==> src/rtl/riio_bank_pwr_seq.sv <==
// Pad-ring IO supply bank sequencer: ordered power-up (enable, supply-good, settle, release) and reverse power-down.
// Optional WAIT_OK timeout is compiled in with `define RIIO_SEQ_TIMEOUT_EN.
module riio_bank_pwr_seq #(
  parameter  int N_BANKS     = 4,
  parameter  int SETTLE_CYC  = 64,
  parameter  int TIMEOUT_CYC = 1024,
  localparam int BW          = (N_BANKS > 1) ? $clog2(N_BANKS) : 1
) (
  input  logic               clk,
  input  logic               rst_n,
  input  logic               pwr_up_req,
  input  logic               pwr_dn_req,
  input  logic [N_BANKS-1:0] vddq_ok,
  output logic [N_BANKS-1:0] bank_en,
  output logic [N_BANKS-1:0] bank_iso,
  output logic               busy,
  output logic               all_on,
  output logic               err,
  output logic [BW-1:0]      err_bank
);

  if (N_BANKS < 1 || N_BANKS > 16 || SETTLE_CYC < 1 || SETTLE_CYC > 255 ||
      TIMEOUT_CYC < 2 || TIMEOUT_CYC > 65535) begin : g_param_chk
    $error("riio_bank_pwr_seq: parameter out of range");
  end

  typedef enum logic [3:0] {
    S_OFF, S_EN, S_WAIT_OK, S_SETTLE, S_RELEASE, S_ON, S_ISO, S_DIS, S_ERROR
  } state_t;

  state_t             state_q;
  logic [BW-1:0]      idx_q;
  logic [7:0]         cnt_q;
  logic [N_BANKS-1:0] ok_meta_q, ok_s_q;
  logic [N_BANKS-1:0] bank_en_q, bank_iso_q;
  logic               busy_q, all_on_q, err_q;
  logic [BW-1:0]      err_bank_q;
`ifdef RIIO_SEQ_TIMEOUT_EN
  logic [15:0]        tmo_q;
`endif

  function automatic logic [BW-1:0] lowest_low(input logic [N_BANKS-1:0] v);
    lowest_low = '0;
    for (int unsigned i = N_BANKS; i > 0; i--) begin
      if (!v[i-1]) lowest_low = BW'(i - 1);
    end
  endfunction

  always_ff @(posedge clk or negedge rst_n) begin
    if (!rst_n) begin
      ok_meta_q <= '0;
      ok_s_q    <= '0;
    end else begin
      ok_meta_q <= vddq_ok;
      ok_s_q    <= ok_meta_q;
    end
  end

  always_ff @(posedge clk or negedge rst_n) begin
    if (!rst_n) begin
      state_q    <= S_OFF;
      idx_q      <= '0;
      cnt_q      <= '0;
      bank_en_q  <= '0;
      bank_iso_q <= '1;
      busy_q     <= 1'b0;
      all_on_q   <= 1'b0;
      err_q      <= 1'b0;
      err_bank_q <= '0;
`ifdef RIIO_SEQ_TIMEOUT_EN
      tmo_q      <= '0;
`endif
    end else begin
      case (state_q)
        S_OFF: begin
          if (pwr_up_req && !pwr_dn_req) begin
            state_q <= S_EN;
            idx_q   <= '0;
            busy_q  <= 1'b1;
          end
        end
        S_EN: begin
          if (pwr_dn_req) begin
            state_q <= S_ISO;
          end else begin
            bank_en_q[idx_q] <= 1'b1;
            state_q          <= S_WAIT_OK;
`ifdef RIIO_SEQ_TIMEOUT_EN
            tmo_q            <= '0;
`endif
          end
        end
        S_WAIT_OK: begin
          if (pwr_dn_req) begin
            state_q <= S_ISO;
          end else if (ok_s_q[idx_q]) begin
            state_q <= S_SETTLE;
            cnt_q   <= 8'(SETTLE_CYC - 1);
          end
`ifdef RIIO_SEQ_TIMEOUT_EN
          else if (tmo_q == 16'(TIMEOUT_CYC - 1)) begin
            // Supply never came good: isolate everything, leave the switch on until shutdown.
            state_q    <= S_ERROR;
            bank_iso_q <= '1;
            busy_q     <= 1'b0;
            err_q      <= 1'b1;
            if (!err_q) err_bank_q <= idx_q;
          end else begin
            tmo_q <= tmo_q + 16'd1;
          end
`endif
        end
        S_SETTLE: begin
          if (pwr_dn_req) begin
            state_q <= S_ISO;
          end else if (cnt_q == 8'd0) begin
            state_q <= S_RELEASE;
          end else begin
            cnt_q <= cnt_q - 8'd1;
          end
        end
        S_RELEASE: begin
          bank_iso_q[idx_q] <= 1'b0;
          if (idx_q == BW'(N_BANKS - 1)) begin
            state_q  <= S_ON;
            busy_q   <= 1'b0;
            all_on_q <= 1'b1;
          end else begin
            idx_q   <= idx_q + 1'b1;
            state_q <= S_EN;
          end
        end
        S_ON: begin
          // A supply fault outranks a simultaneous power-down request.
          if (!(&ok_s_q)) begin
            state_q    <= S_ERROR;
            bank_iso_q <= '1;
            all_on_q   <= 1'b0;
            err_q      <= 1'b1;
            if (!err_q) err_bank_q <= lowest_low(ok_s_q);
          end else if (pwr_dn_req) begin
            state_q  <= S_ISO;
            idx_q    <= BW'(N_BANKS - 1);
            all_on_q <= 1'b0;
            busy_q   <= 1'b1;
          end
        end
        S_ISO: begin
          bank_iso_q[idx_q] <= 1'b1;
          state_q           <= S_DIS;
        end
        S_DIS: begin
          bank_en_q[idx_q] <= 1'b0;
          if (idx_q == '0) begin
            state_q <= S_OFF;
            busy_q  <= 1'b0;
          end else begin
            idx_q   <= idx_q - 1'b1;
            state_q <= S_ISO;
          end
        end
        S_ERROR: begin
          if (pwr_dn_req) begin
            state_q <= S_ISO;
            idx_q   <= BW'(N_BANKS - 1);
            busy_q  <= 1'b1;
          end
        end
        default: state_q <= S_OFF;
      endcase
    end
  end

  assign bank_en  = bank_en_q;
  assign bank_iso = bank_iso_q;
  assign busy     = busy_q;
  assign all_on   = all_on_q;
  assign err      = err_q;
  assign err_bank = err_bank_q;

endmodule

==> config.mk <==
export PLATFORM = sky130hd
export DESIGN_NAME = riio_bank_pwr_seq
export DESIGN_NICKNAME = d
export VERILOG_FILES = /design/src/rtl/riio_bank_pwr_seq.sv
export SDC_FILE = /design/constraint.sdc
export NUM_CORES = 1
export LEC_CHECK = 0
export BUFFER_PORTS_ARGS = -buffer_cell sky130_fd_sc_hd__buf_4
export CAP_MARGIN = 40
export CORE_MARGIN = 1.5
export CORE_UTILIZATION = 55
export CTS_BUF_LIST = sky130_fd_sc_hd__clkbuf_8
export DETAILED_ROUTE_END_ITERATION = 16
export PLACE_DENSITY = 0.85
export SYNTH_ARGS = -nofsm -noshare
export SYNTH_HDL_FRONTEND = slang
export SYNTH_SLANG_ARGS = --single-unit
==> constraint.sdc <==
create_clock -name clk -period 1.8 [get_ports clk]
set_clock_uncertainty 0.15 [all_clocks]
set_input_delay 0.36 -clock clk [delete_from_list [all_inputs] [get_ports clk]]
set_output_delay 0.36 -clock clk [all_outputs]
set_load 0.02 [all_outputs]
* After elaboration in Yosys (flattened, before gate mapping) *
Index checks and enable logic that the tools add are counted.
W data, S select, Z words.

word-level totals
  register bits after elaboration = 35
  output and inout bits = 13
  input port bits = 8
  logic and storage cells = 112

operators by class
  multiplexer cells = 44
  bitwise operators = 7
  reduce and logical (&&, ||, !) cells = 21
  $add $sub $neg = 3
  equal/unequal tests = 24
  $lt $le $gt $ge = 2

operators with widths
  cell                   number
  $mux W4                9
  $pmux W4 S9            1
  $mux W8                4
  $ne A2 B2 Y1 const B   12
  $mux W2                9
  $eq A4 B3 Y1 const B   4
  $pmux W8 S2            1
  $reduce_and A5 Y1      3
  $pmux W4 S3            1
  $mux W1                10
  $pmux W2 S5            1
  $mux W3                3
  $ne A3 B3 Y1 const B   3
  $reduce_and A3 Y1      3
  $and A4 B4 Y4          2
  $eq A4 B2 Y1 const B   2
  $logic_not A8 Y1       1
  $or A4 B4 Y4           2
  $pmux W4 S2            1
  $sub A8 B1 Y8 const B  1
  $reduce_and A2 Y1      3
  $reduce_bool A2 Y1     3
  $pmux W1 S5            1
  $reduce_bool A5 Y1     1
  18 further kinds       20

* Logic depth before layout (Yosys ltp) *
Gate-level depths: netlist of run 1.

  depth after elaboration = 7
  gate-level depth with buffers = 8
  depth with buffers taken out = 7

* Worst setup path after synthesis of run 1 *
Ideal clock, no wire load.

  kind = register to register
  from = register state_q[1]
  to = register err_bank_q[1], in the netlist err_bank[1]
  path buffers = 1
  data arrival time = 1.505 ns
  path slack = 0.018 ns
  cell stages (with the launch flop) = 6
  data required time = 1.522 ns
  clock period less this slack = 1.782 ns
  library setup time = 0.128 ns
  cells stage by stage = dfrtp_1 -> buf_6 -> nand2b_1 -> or3_4 -> nor2_2 -> mux2_1

on the way
  cells in the longest elaborated chain, start to end = 2

ends and longest elaborated chain
  item                         line  text
  start: declaration           31    state_t state_q;
  start signal: assignment     61    state_q <= S_OFF;
  start signal: assignment     77    state_q <= S_EN;
  start signal: assignment     84    state_q <= S_ISO;
  $eq A4 B3 Y1                 74    case (state_q)
  $reduce_and A3 Y1 (no line)  -
  end signal: assignment       140   if (!err_q) err_bank_q <= lowest_low(ok_s_q);
  end: declaration             37    logic [BW-1:0] err_bank_q;

Every way passes these cells.
A chain may end at the register's enable or synchronous reset.

* Worst setup path in the final report of run 1 *
  from = register state_q[2]
  to = register err_bank_q[1], in the netlist err_bank[1]

Same word-level chain as after synthesis.

==> results.py, run 1 <==
metrics = {
    "status": {
        "status": "complete, no violations",
    },
    "placed_design": {
        "io_buffers": 20,
        "place.gp.congestion": 0.917,
        "placed_cells": 288,
        "dpl.hpwl_um": 3010,
        "placed_cell_area_um2": 2320,
    },
    "synth": {
        "synth_fp_nets": 217,
        "ys_warn_count": 0,
        "synthesis.instances": 207,
        "synth_enable_flop_cells": 0,
        "syn-mean-instance-area_um2": 9.51,
        "synth_area_um2": 1970,
        "synth.yosys.seq_area_share_pct": 44.8,
        "yosys_most_used_dff": "sky130_fd_sc_hd__dfrtp_1",
        "synth.lib_cells_used.distinct": 61,
        "synth_seq_cells": 35,
        "ys_async_sr_fraction_pct": 100,
    },
    "detailed_routing": {
        "ant_nets": 0,
        "detailroute.via_count": 1781,
        "drt-wirelength-per-cell_um": 16.0,
        "detail_route.first_pass.iterations": 4,
        "detailedRoute.firstIterationViolations": 120,
        "remaining_drc_errors": 0,
        "detail_route.vias_per_cell": 5.90,
        "drt_wl_total_um": 4840,
    },
    "die": {
        "floorplan.initialDensity_pct": 58.1,
        "top_level_ports": 21,
        "row_count": 21,
        "placeable_core_region_um2": 3390,
        "die-height_um": 62.8,
        "die_w_um": 62.8,
        "full_die_area_um2": 3950,
    },
    "setup_path": {
        "timing.critical_path.from_type": "flop",
        "worst_path_max_delay_cell": "sky130_fd_sc_hd__dfrtp_2",
        "slowest_delay_ps": 490,
        "timing.critical_path.max_delay_family": "simple AND/OR/NAND/NOR gates",
        "path_depth": 4,
        "worst-r2r-setup-slack_ps": 20,
        "critPathMaxFanout": 8,
        "timing.setup.critical_path_class": "reg2reg",
        "critical_path.cell_chain": "nand2b_1 -> or3_4 -> nor2_2 -> mux2_1",
        "arrival_ps": 1810,
        "critical_path.n_buffers_inverters": 0,
        "rr_worst_depth": 4,
        "critPathCaptureType": "flop",
        "timing.critical_path.required_ps": 1830,
    },
    "global_routing": {
        "first_global_vias": 1646,
        "globalRouteOverflowTotal": 0,
        "grt_first_pass_wirelength_um": 7650,
        "grt_util_all_layers_pct": 24.9,
        "grt_max_degree": 36,
        "antenna_found_initial": 0,
    },
    "cts": {
        "worstSkewPairLatency_ps": 300,
        "cts.reportedPaths.clkPinSlew_ps": 70,
        "cts_max_path_buffers": 2,
        "cts.htree.levels": 2,
        "cts-buffers-inserted": 5,
        "cts_sinks": 35,
        "cts.root.buffer_cell": "sky130_fd_sc_hd__clkbuf_8",
        "cts_tree": "done",
    },
    "power_and_ir_drop": {
        "total_leakage_power_nw": 1.11,
        "power_per_cell_area_nw_per_um2": 1710,
        "pwr_total_mw": 4.45,
        "worst_ir_drop_vdd_mv": 0.927,
    },
    "final_layout": {
        "fin_cells": 302,
        "antenna-diode-count": 0,
        "fill_cells": 213,
        "design_area_um2": 2600,
        "layout.nets": 265,
        "post_route_cells_drive_above_1_share_pct": 37.9,
        "layout-area-overhead-vs-synth_pct": 32.1,
    },
    "timing": {
        "layout_worst_path_cycle_share_pct": 99.0,
        "layout_min_cycle_time_ps": 1780,
        "final_setup_viols": 0,
        "rsz0062_at_grt": "true",
        "timing_worst_slew_pin_value_ps": 482,
        "hold-worst-slack_ps": 16.3,
        "hold_violations": 0,
        "normalized_max_slew_margin_pct": 67.0,
        "max_clock_freq_ghz": 0.561,
        "timing_max_transition_violations_final": 0,
    },
    "run": {
        "drv_cap": 0,
    },
    "hold_path": {
        "holdPathStages": 1,
        "timing.hold.worst.class": "in2reg",
    },
}
-- synthesized netlist by cell type, types with 2 or more instances --
cell                        count  share of area [%]
sky130_fd_sc_hd__a21oi_1       15                3.8
sky130_fd_sc_hd__a31oi_1        3               0.95
sky130_fd_sc_hd__and3_1         2               0.64
sky130_fd_sc_hd__buf_2          9                2.3
sky130_fd_sc_hd__dfrtp_1       31                 39
sky130_fd_sc_hd__dfstp_2        4                5.3
sky130_fd_sc_hd__ha_1           2                1.3
sky130_fd_sc_hd__inv_1          8                1.5
sky130_fd_sc_hd__nand2_1       17                3.2
sky130_fd_sc_hd__nand2b_1       7                2.2
sky130_fd_sc_hd__nand3_1        5                1.3
sky130_fd_sc_hd__nand3b_1       2               0.76
sky130_fd_sc_hd__nand4bb_1      2                1.1
sky130_fd_sc_hd__nor2_1        13                2.5
sky130_fd_sc_hd__nor2_2         2               0.64
sky130_fd_sc_hd__nor2b_1        6                1.9
sky130_fd_sc_hd__nor3_1         7                1.8
sky130_fd_sc_hd__nor3_2         2                1.0
sky130_fd_sc_hd__o21ai_0       11                2.8
sky130_fd_sc_hd__o21ai_1       13                3.3
sky130_fd_sc_hd__o311ai_0       4                1.8
sky130_fd_sc_hd__o31ai_1        2               0.76
sky130_fd_sc_hd__or3_1          2               0.64
-- layout by cell type (no fill, tap or decap), drive strengths merged, types with 3 or more instances in the layout --
cell    count
inv         8
o21ai      24
dfrtp      31
nand2      17
o311ai      4
or3         3
nor3        9
nand3       6
buf        51
a21oi      15
clkbuf      6
dfstp       4
nor2       15
a31oi       3
nand2b      7
nor2b       6
-- through the flow --
| stage | setup slack (ps) | TNS [ps] | util [%] |
|---|---|---|---|
| finish | 18.8 | 0 | 76.7 |
| global route | -90.6 | -293 | 76.7 |
| CTS | 6.95 | 0 | 72.9 |
| detailed placement | -87.7 | -87.7 | 68.5 |
| global placement | -92.6 | -92.6 | 68.5 |
| floorplan | 17.8 | 0 | - |
-- report_power, final --
| part | internal [mW] | switching, mW |
|---|---|---|
| Clock | 0.448 | 0.301 |
| Combinational | 1.11 | 1.28 |
| Sequential | 1.06 | 0.256 |
| Total | 2.61 | 1.83 |
-- routing by layer --
metal  up-vias  global-route usage [%]  share of wire (%)
li1        848                       -                  -
met4         0                    7.50                1.2
met1       874                    29.8                 39
met3         6                    5.41                5.0
met2        53                    44.6                 54
met5         -                       0                  0
-- worst register-to-register path, stage by stage, from the launching register on --
cell	delay, ps
sky130_fd_sc_hd__dfrtp_2	490
sky130_fd_sc_hd__nand2b_1	190
sky130_fd_sc_hd__or3_4	390
sky130_fd_sc_hd__nor2_2	110
sky130_fd_sc_hd__mux2_1	330
-- logic make-up (layout without fill, tap and decap cells) --
kind of cell    after synthesis  after routing  share of synthesized area (%)
simple gates                 82             82                           25.1
compound gates               64             64                           21.6
flops                        35             35                           44.8
buf+inv                      19             68                           4.58
mux                           3              3                           1.84
fa+ha+maj                     2              2                           1.27
xor+xnor                      2              2                          0.890
-- cell type report --
class                      count  area, um^2  area share (%)
tap                           46        57.6            2.21
clock inverter                 2        35.0            1.35
sequential                    35         885            34.0
inverter                       8        30.0            1.15
clock buffer                   6        82.6            3.18
multi-input combinational    153        1100            42.2
timing repair buffer          52         413            15.9
-- repair_timing --
action | CTS | global route
pin swaps | 0 | 6
buffers inserted | 0 | 5
endpoints found under the setup margin | 5 | 14
resized for setup | 4 | 24
hold buffers | 1 | 0
endpoints found under the hold margin | 31 | 0
-- path summary, 6_finish.rpt --
check,from,to
worst min register to register,ok_meta_q[2]$_DFF_PN0_,ok_s_q[2]$_DFF_PN0_
worst min-delay path,vddq_ok[1],ok_meta_q[1]$_DFF_PN0_
worst max-delay path,state_q[2]$_DFFE_PN0P_,err_bank[1]$_DFFE_PN0P_
max in group asynchronous,rst_n,cnt_q[2]$_DFFE_PN0P_
min in group asynchronous,rst_n,idx_q[1]$_DFFE_PN0P_
worst max register to register,state_q[2]$_DFFE_PN0P_,err_bank[1]$_DFFE_PN0P_
Power figures use the tool's default switching activity.
==> run 2, diff against run 1 <==
clock period = 1.5 ns   (was 1.8 ns; I/O delays follow)
==> run 2 against run 1 <==
  * Cell count increased by 15%
  * Total power up 55%
  * Largest cell class unchanged
  * Combinational power is 88% higher
  * Highest routed layer is now met5
  * Sequential power is 27% higher
  * The run now ends with setup timing left
  * Utilization increased by 17 points
  * Non-clock buffer count grew 46
  * First-iteration DRC count rose to 3.7 times the previous value
  * Via count increased by 35%
  * Flip-flop and latch count is the same
  * Maximum frequency down 4.7%
==> results.py, run 2 (synthesized netlist as in run 1, its figures left out) <==
metrics = {
    "setup_path": {
        "timing.critical_path.from_type": "flop",
        "timing.critical_path.required_ps": 1530,
        "timing.setup.critical_path_class": "reg2reg",
        "slowest_delay_ps": 510,
        "worst_path_max_delay_cell": "sky130_fd_sc_hd__dfrtp_2",
        "critical_path.n_buffers_inverters": 0,
        "critPathCaptureType": "flop",
        "arrival_ps": 1900,
        "cpMostUsedCell": "sky130_fd_sc_hd__a211oi_4",
        "timing.critical_path.max_delay_family": "simple AND/OR/NAND/NOR gates",
        "critPathMaxFanout": 10,
        "critical_path.cell_chain": "and4bb_1 -> a211oi_4 -> a211oi_4 -> nand2b_4 -> nand3_2",
    },
    "timing": {
        "final_setup_viols": 24,
        "layout_worst_path_cycle_share_pct": 125,
        "hold_violations": 0,
        "timing_worst_slew_pin_value_ps": 491,
        "tns_ps": -5610,
        "max_clock_freq_ghz": 0.535,
        "hold-worst-slack_ps": 202,
        "normalized_max_slew_margin_pct": 67.0,
        "layout_min_cycle_time_ps": 1870,
        "final.setup.worst_slack_ps": -369,
        "timing_max_transition_violations_final": 0,
        "rsz0062_at_grt": "true",
    },
    "global_routing": {
        "globalRouteOverflowTotal": 0,
        "grt_first_pass_wirelength_um": 11300,
        "antenna_found_initial": 1,
        "grt_max_degree": 36,
        "first_global_vias": 2251,
        "grt_util_all_layers_pct": 38.0,
    },
    "die": {
        "row_count": 21,
        "top_level_ports": 21,
        "placeable_core_region_um2": 3390,
        "die_w_um": 62.8,
        "full_die_area_um2": 3950,
        "die-height_um": 62.8,
        "floorplan.initialDensity_pct": 58.1,
    },
    "cts": {
        "cts_max_path_buffers": 2,
        "cts.reportedPaths.clkPinSlew_ps": 90,
        "cts.root.buffer_cell": "sky130_fd_sc_hd__clkbuf_8",
        "cts_tree": "done",
        "cts_sinks": 35,
        "worstSkewPairLatency_ps": 310,
        "cts.htree.levels": 2,
        "cts-buffers-inserted": 5,
    },
    "hold_path": {
        "timing.hold.worst.class": "reg2reg",
    },
    "final_layout": {
        "register_area_um2": 887,
        "multi_input_comb_area_um2": 1270,
        "antenna-diode-count": 0,
        "layout-area-overhead-vs-synth_pct": 61.4,
        "layout.cells.most_common_list": "77 x sky130_fd_sc_hd__buf_4, 26 x sky130_fd_sc_hd__dfrtp_1, 17 x sky130_fd_sc_hd__o21ai_1",
        "fill_cells": 114,
        "layout.nets": 311,
        "post_route_cells_drive_above_1_share_pct": 55.6,
        "layout_commonest_cell": "sky130_fd_sc_hd__buf_4",
    },
    "power_and_ir_drop": {
        "total_leakage_power_nw": 1.37,
        "worst_ir_drop_vdd_mv": 1.15,
        "part_of_the_total_power_dissipated_in_the_clock_network_pct": 11.0,
        "combinationalPowerShare_pct": 64.9,
        "power_switching_share_pct": 46.4,
        "power_per_cell_area_nw_per_um2": 2170,
        "netSwitchingPower_mw": 3.20,
        "internal_power_mw": 3.70,
        "pwr-share-seq_pct": 24.0,
    },
    "status": {
        "status": "complete, but fails checks",
        "failed_checks": "setup timing",
    },
    "placed_design": {
        "place.gp.congestion": 0.950,
        "dpl.hpwl_um": 3710,
        "io_buffers": 20,
    },
    "detailed_routing": {
        "drt_wl_total_um": 8550,
        "detailedRoute.firstIterationViolations": 448,
        "drt-wirelength-per-cell_um": 24.6,
        "remaining_drc_errors": 0,
        "detailroute.via_count": 2403,
        "detail_route.vias_per_cell": 6.91,
        "ant_nets": 0,
        "detail_route.first_pass.iterations": 6,
    },
    "run": {
        "drv_cap": 0,
    },
}
[run 2: worst paths after layout]
path / startpoint / slack, ps / end / cells after the start
worst max-delay path: state_q[1]$_DFFE_PN0P_ / -370 / idx_q[0]$_DFFE_PN0P_ / 5
worst min-delay path: ok_meta_q[0]$_DFF_PN0_ / 200 / ok_s_q[0]$_DFF_PN0_ / 0
worst max register to register: state_q[1]$_DFFE_PN0P_ / -370 / idx_q[0]$_DFFE_PN0P_ / 5
worst min register to register: ok_meta_q[0]$_DFF_PN0_ / 200 / ok_s_q[0]$_DFF_PN0_ / 0
max in group asynchronous: rst_n / 510 / state_q[2]$_DFFE_PN0P_ / 2
min in group asynchronous: rst_n / 320 / err_bank[0]$_DFFE_PN0P_ / 2
[run 2: worst register-to-register path: stages, from the launching register on]
cell and delay [ps]:
sky130_fd_sc_hd__dfrtp_2 510, sky130_fd_sc_hd__and4bb_1 360, sky130_fd_sc_hd__a211oi_4 70, sky130_fd_sc_hd__a211oi_4 380, sky130_fd_sc_hd__nand2b_4 210, sky130_fd_sc_hd__nand3_2 80
[run 2: power by group through the flow]
stage / registers, mW / clock network, mW / logic, mW
after global routing: 1.68 / 0.787 / 4.60
after CTS: 1.58 / 0.729 / 3.58
after detailed placement: 1.60 / 0 / 3.09
final: 1.66 / 0.761 / 4.48
after floorplan: 1.71 / 0 / 1.62
after global placement: 1.57 / 0 / 2.99
[run 2: layer usage]
| layer | vias to the layer above | GRT usage [%] | part of all wire (%) |
|---|---|---|---|
| li1 | 947 | - | - |
| met1 | 1105 | 41.7 | 32 |
| met2 | 243 | 62.4 | 47 |
| met3 | 106 | 8.83 | 11 |
| met4 | 2 | 31.4 | 9.8 |
| met5 | - | 0 | 0.15 |
[run 2: through the flow]
step           power, mW  instances  util (%)  setup slack, ps  instance area, um^2
2_1_floorplan       3.34        207         -             -201                 2060
3_3_place_gp        4.56        320      78.1             -207                 2650
3_5_place_dp        4.69        320      78.1             -371                 2650
4_1_cts             5.89        340      87.7             -219                 2970
5_1_grt             7.07        348      93.7             -395                 3180
6_report            6.89        348      93.7             -369                 3180
[run 2: area by class of cell]
cell class | count | area share (%)
clock buffers | 5 | 2.17
clock inverters | 3 | 0.788
inverters | 8 | 0.945
multi-input cells | 153 | 40.1
flip-flops and latches | 35 | 27.9
well taps | 46 | 1.81
repair buffers | 98 | 26.2
[run 2: repair_timing]
action / CTS / global route
setup endpoints to repair: 23 / 26
endpoints found under the hold margin: 35 / 0
setup buffers: 7 / 8
hold buffers: 5 / 0
pin swaps: 12 / 11
gates resized for setup: 35 / 34
==> run 3, diff against run 2 <==
CORE_UTILIZATION = 30   (was 55)
PLACE_DENSITY = 0.55   (was 0.85)
==> run 3 against run 2 <==
  * Count of clock-buffer cells in the layout unchanged
  * Final area up 0.16%
  * The flow still finishes with violations (setup timing)
  * Largest cell class unchanged
  * Die area up 79%
  * Highest routed layer is now met4
==> results.py, run 3 (synthesized netlist as in run 1, its figures left out) <==
metrics = {
    "detailed_routing": {
        "detailedRoute.firstIterationViolations": 121,
        "drt_wl_total_um": 5500,
        "drt-wirelength-per-cell_um": 14.6,
        "detail_route.first_pass.iterations": 5,
        "ant_nets": 0,
        "detailroute.via_count": 1946,
        "remaining_drc_errors": 0,
        "detail_route.vias_per_cell": 5.16,
    },
    "timing": {
        "layout_min_cycle_time_ps": 1750,
        "hold-worst-slack_ps": 201,
        "layout_worst_path_cycle_share_pct": 117,
        "normalized_max_slew_margin_pct": 69.4,
        "hold_violations": 0,
        "timing_max_transition_violations_final": 0,
        "max_clock_freq_ghz": 0.571,
        "final.setup.worst_slack_ps": -252,
        "final_setup_viols": 20,
        "rsz0062_at_grt": "true",
        "timing_worst_slew_pin_value_ps": 459,
        "tns_ps": -3330,
    },
    "die": {
        "placeable_core_region_um2": 6350,
        "top_level_ports": 21,
        "full_die_area_um2": 7060,
        "die-height_um": 84.0,
        "die_w_um": 84.0,
        "floorplan.initialDensity_pct": 31.0,
        "row_count": 29,
    },
    "setup_path": {
        "worst-r2r-setup-slack_ps": -250,
        "critPathMaxFanout": 8,
        "slowest_delay_ps": 490,
        "critical_path.n_buffers_inverters": 0,
        "timing.critical_path.from_type": "flop",
        "critical_path.cell_chain": "nand2b_4 -> or3_4 -> nor2_4 -> mux2_4",
        "timing.critical_path.required_ps": 1530,
        "regToRegStartpoint": "state_q[3]$_DFFE_PN0P_",
        "timing.setup.critical_path_class": "reg2reg",
        "timing.critical_path.max_delay_family": "simple AND/OR/NAND/NOR gates",
        "crit_path_start": "state_q[3]$_DFFE_PN0P_",
        "critPathCaptureType": "flop",
        "worst_path_max_delay_cell": "sky130_fd_sc_hd__dfrtp_2",
        "arrival_ps": 1780,
    },
    "final_layout": {
        "layout.cells.most_common_list": "75 x sky130_fd_sc_hd__buf_4, 27 x sky130_fd_sc_hd__dfrtp_1, 14 x sky130_fd_sc_hd__nand2_1, 14 x sky130_fd_sc_hd__buf_6, 13 x sky130_fd_sc_hd__a21oi_1",
        "antenna-diode-count": 0,
        "post_route_cells_drive_above_1_share_pct": 54.0,
        "layout-area-overhead-vs-synth_pct": 61.7,
        "fill_cells": 598,
        "layout_commonest_cell": "sky130_fd_sc_hd__buf_4",
        "layout.nets": 309,
    },
    "power_and_ir_drop": {
        "power_switching_share_pct": 42.1,
        "internal_power_mw": 3.53,
        "worst_ir_drop_vdd_mv": 0.818,
        "power_per_cell_area_nw_per_um2": 1910,
        "combinationalPowerShare_pct": 61.7,
        "part_of_the_total_power_dissipated_in_the_clock_network_pct": 11.9,
        "pwr-share-seq_pct": 26.4,
        "total_leakage_power_nw": 1.33,
        "netSwitchingPower_mw": 2.56,
    },
    "cts": {
        "cts_sinks": 35,
        "cts.root.buffer_cell": "sky130_fd_sc_hd__clkbuf_8",
        "cts-buffers-inserted": 5,
        "cts.reportedPaths.clkPinSlew_ps": 80,
        "cts_max_path_buffers": 2,
        "cts_tree": "done",
        "cts.htree.levels": 2,
        "worstSkewPairLatency_ps": 290,
    },
    "status": {
        "failed_checks": "setup timing",
        "status": "complete, but fails checks",
    },
    "global_routing": {
        "grt_first_pass_wirelength_um": 9360,
        "first_global_vias": 1988,
        "antenna_found_initial": 0,
        "globalRouteOverflowTotal": 0,
        "grt_util_all_layers_pct": 16.6,
        "grt_max_degree": 36,
    },
    "run": {
        "drv_cap": 0,
    },
    "placed_design": {
        "io_buffers": 20,
        "dpl.hpwl_um": 3660,
        "place.gp.congestion": 0.876,
    },
    "hold_path": {
        "hold_path_startpoint": "ok_meta_q[3]$_DFF_PN0_",
        "timing.hold.worst.class": "reg2reg",
    },
}
run 3: cell types whose count changed in the layout (fill, tap and decap cells not counted), moves of 3 or more:
cell                      previous run  this run
sky130_fd_sc_hd__buf_12              4         1
sky130_fd_sc_hd__a21oi_2             7         2
sky130_fd_sc_hd__buf_6              10        14
sky130_fd_sc_hd__o21ai_1            17        11
sky130_fd_sc_hd__a21oi_1             8        13
sky130_fd_sc_hd__o21ai_2             3         7
sky130_fd_sc_hd__nor2_2              4         1
run 3: area by class of cell:
class                   count  area [um^2]  share of cell area (%)
multi-input cells         154         1290                    40.4
flip-flops and latches     35          886                    27.8
repair buffers             95          791                    24.9
well taps                  77         96.3                    3.03
clock buffers               5         68.8                    2.16
inverters                   8         30.0                   0.944
clock inverters             3         23.8                   0.747
run 3: final timing paths:
kind | end | depth (start not counted)
min | ok_s_q[3]$_DFF_PN0_ | 0
min in group asynchronous | all_on$_DFFE_PN0P_ | 2
max in group asynchronous | state_q[2]$_DFFE_PN0P_ | 2
max | err_bank[1]$_DFFE_PN0P_ | 4
min reg2reg | ok_s_q[3]$_DFF_PN0_ | 0
max reg2reg | err_bank[1]$_DFFE_PN0P_ | 4
run 3: worst register-to-register path: stages, from the launching register on:
cell and delay [ps]:
sky130_fd_sc_hd__dfrtp_2 490, sky130_fd_sc_hd__nand2b_4 180, sky130_fd_sc_hd__or3_4 390, sky130_fd_sc_hd__nor2_4 120, sky130_fd_sc_hd__mux2_4 310
run 3: repair_timing:
item	CTS	global route
setup endpoints to repair	25	26
pin swaps	18	16
endpoints found under the hold margin	35	0
cloned	1	0
resized for setup	37	31
setup buffers	7	4
hold buffers	5	0
run 3: power by group through the flow:
stage	clock network (mW)	registers, mW	logic (mW)
after detailed placement	0	1.61	3.00
after CTS	0.748	1.59	3.45
after floorplan	0	1.71	1.62
after global placement	0	1.61	2.97
final	0.726	1.61	3.76
after global routing	0.781	1.65	4.09
run 3: metal layers:
layer  track usage [%]  vias up  part of all wire [%]
met5                 0        -                     0
met4              5.37        0                   1.5
met3              2.97        9                   4.1
met2              29.3       53                    53
met1              20.3      945                    42
li1                  -      939                     -
run 3: stage by stage:
stage / area [um^2] / std cells / utilization [%] / setup slack [ps] / power [mW]
finish: 3180 / 377 / 50.1 / -252 / 6.09
global route: 3180 / 377 / 50.1 / -323 / 6.52
CTS: 3030 / 373 / 47.8 / -235 / 5.79
detailed placement: 2680 / 352 / 42.2 / -301 / 4.62
global placement: 2680 / 352 / 42.2 / -307 / 4.57
floorplan: 2060 / 207 / - / -201 / 3.34
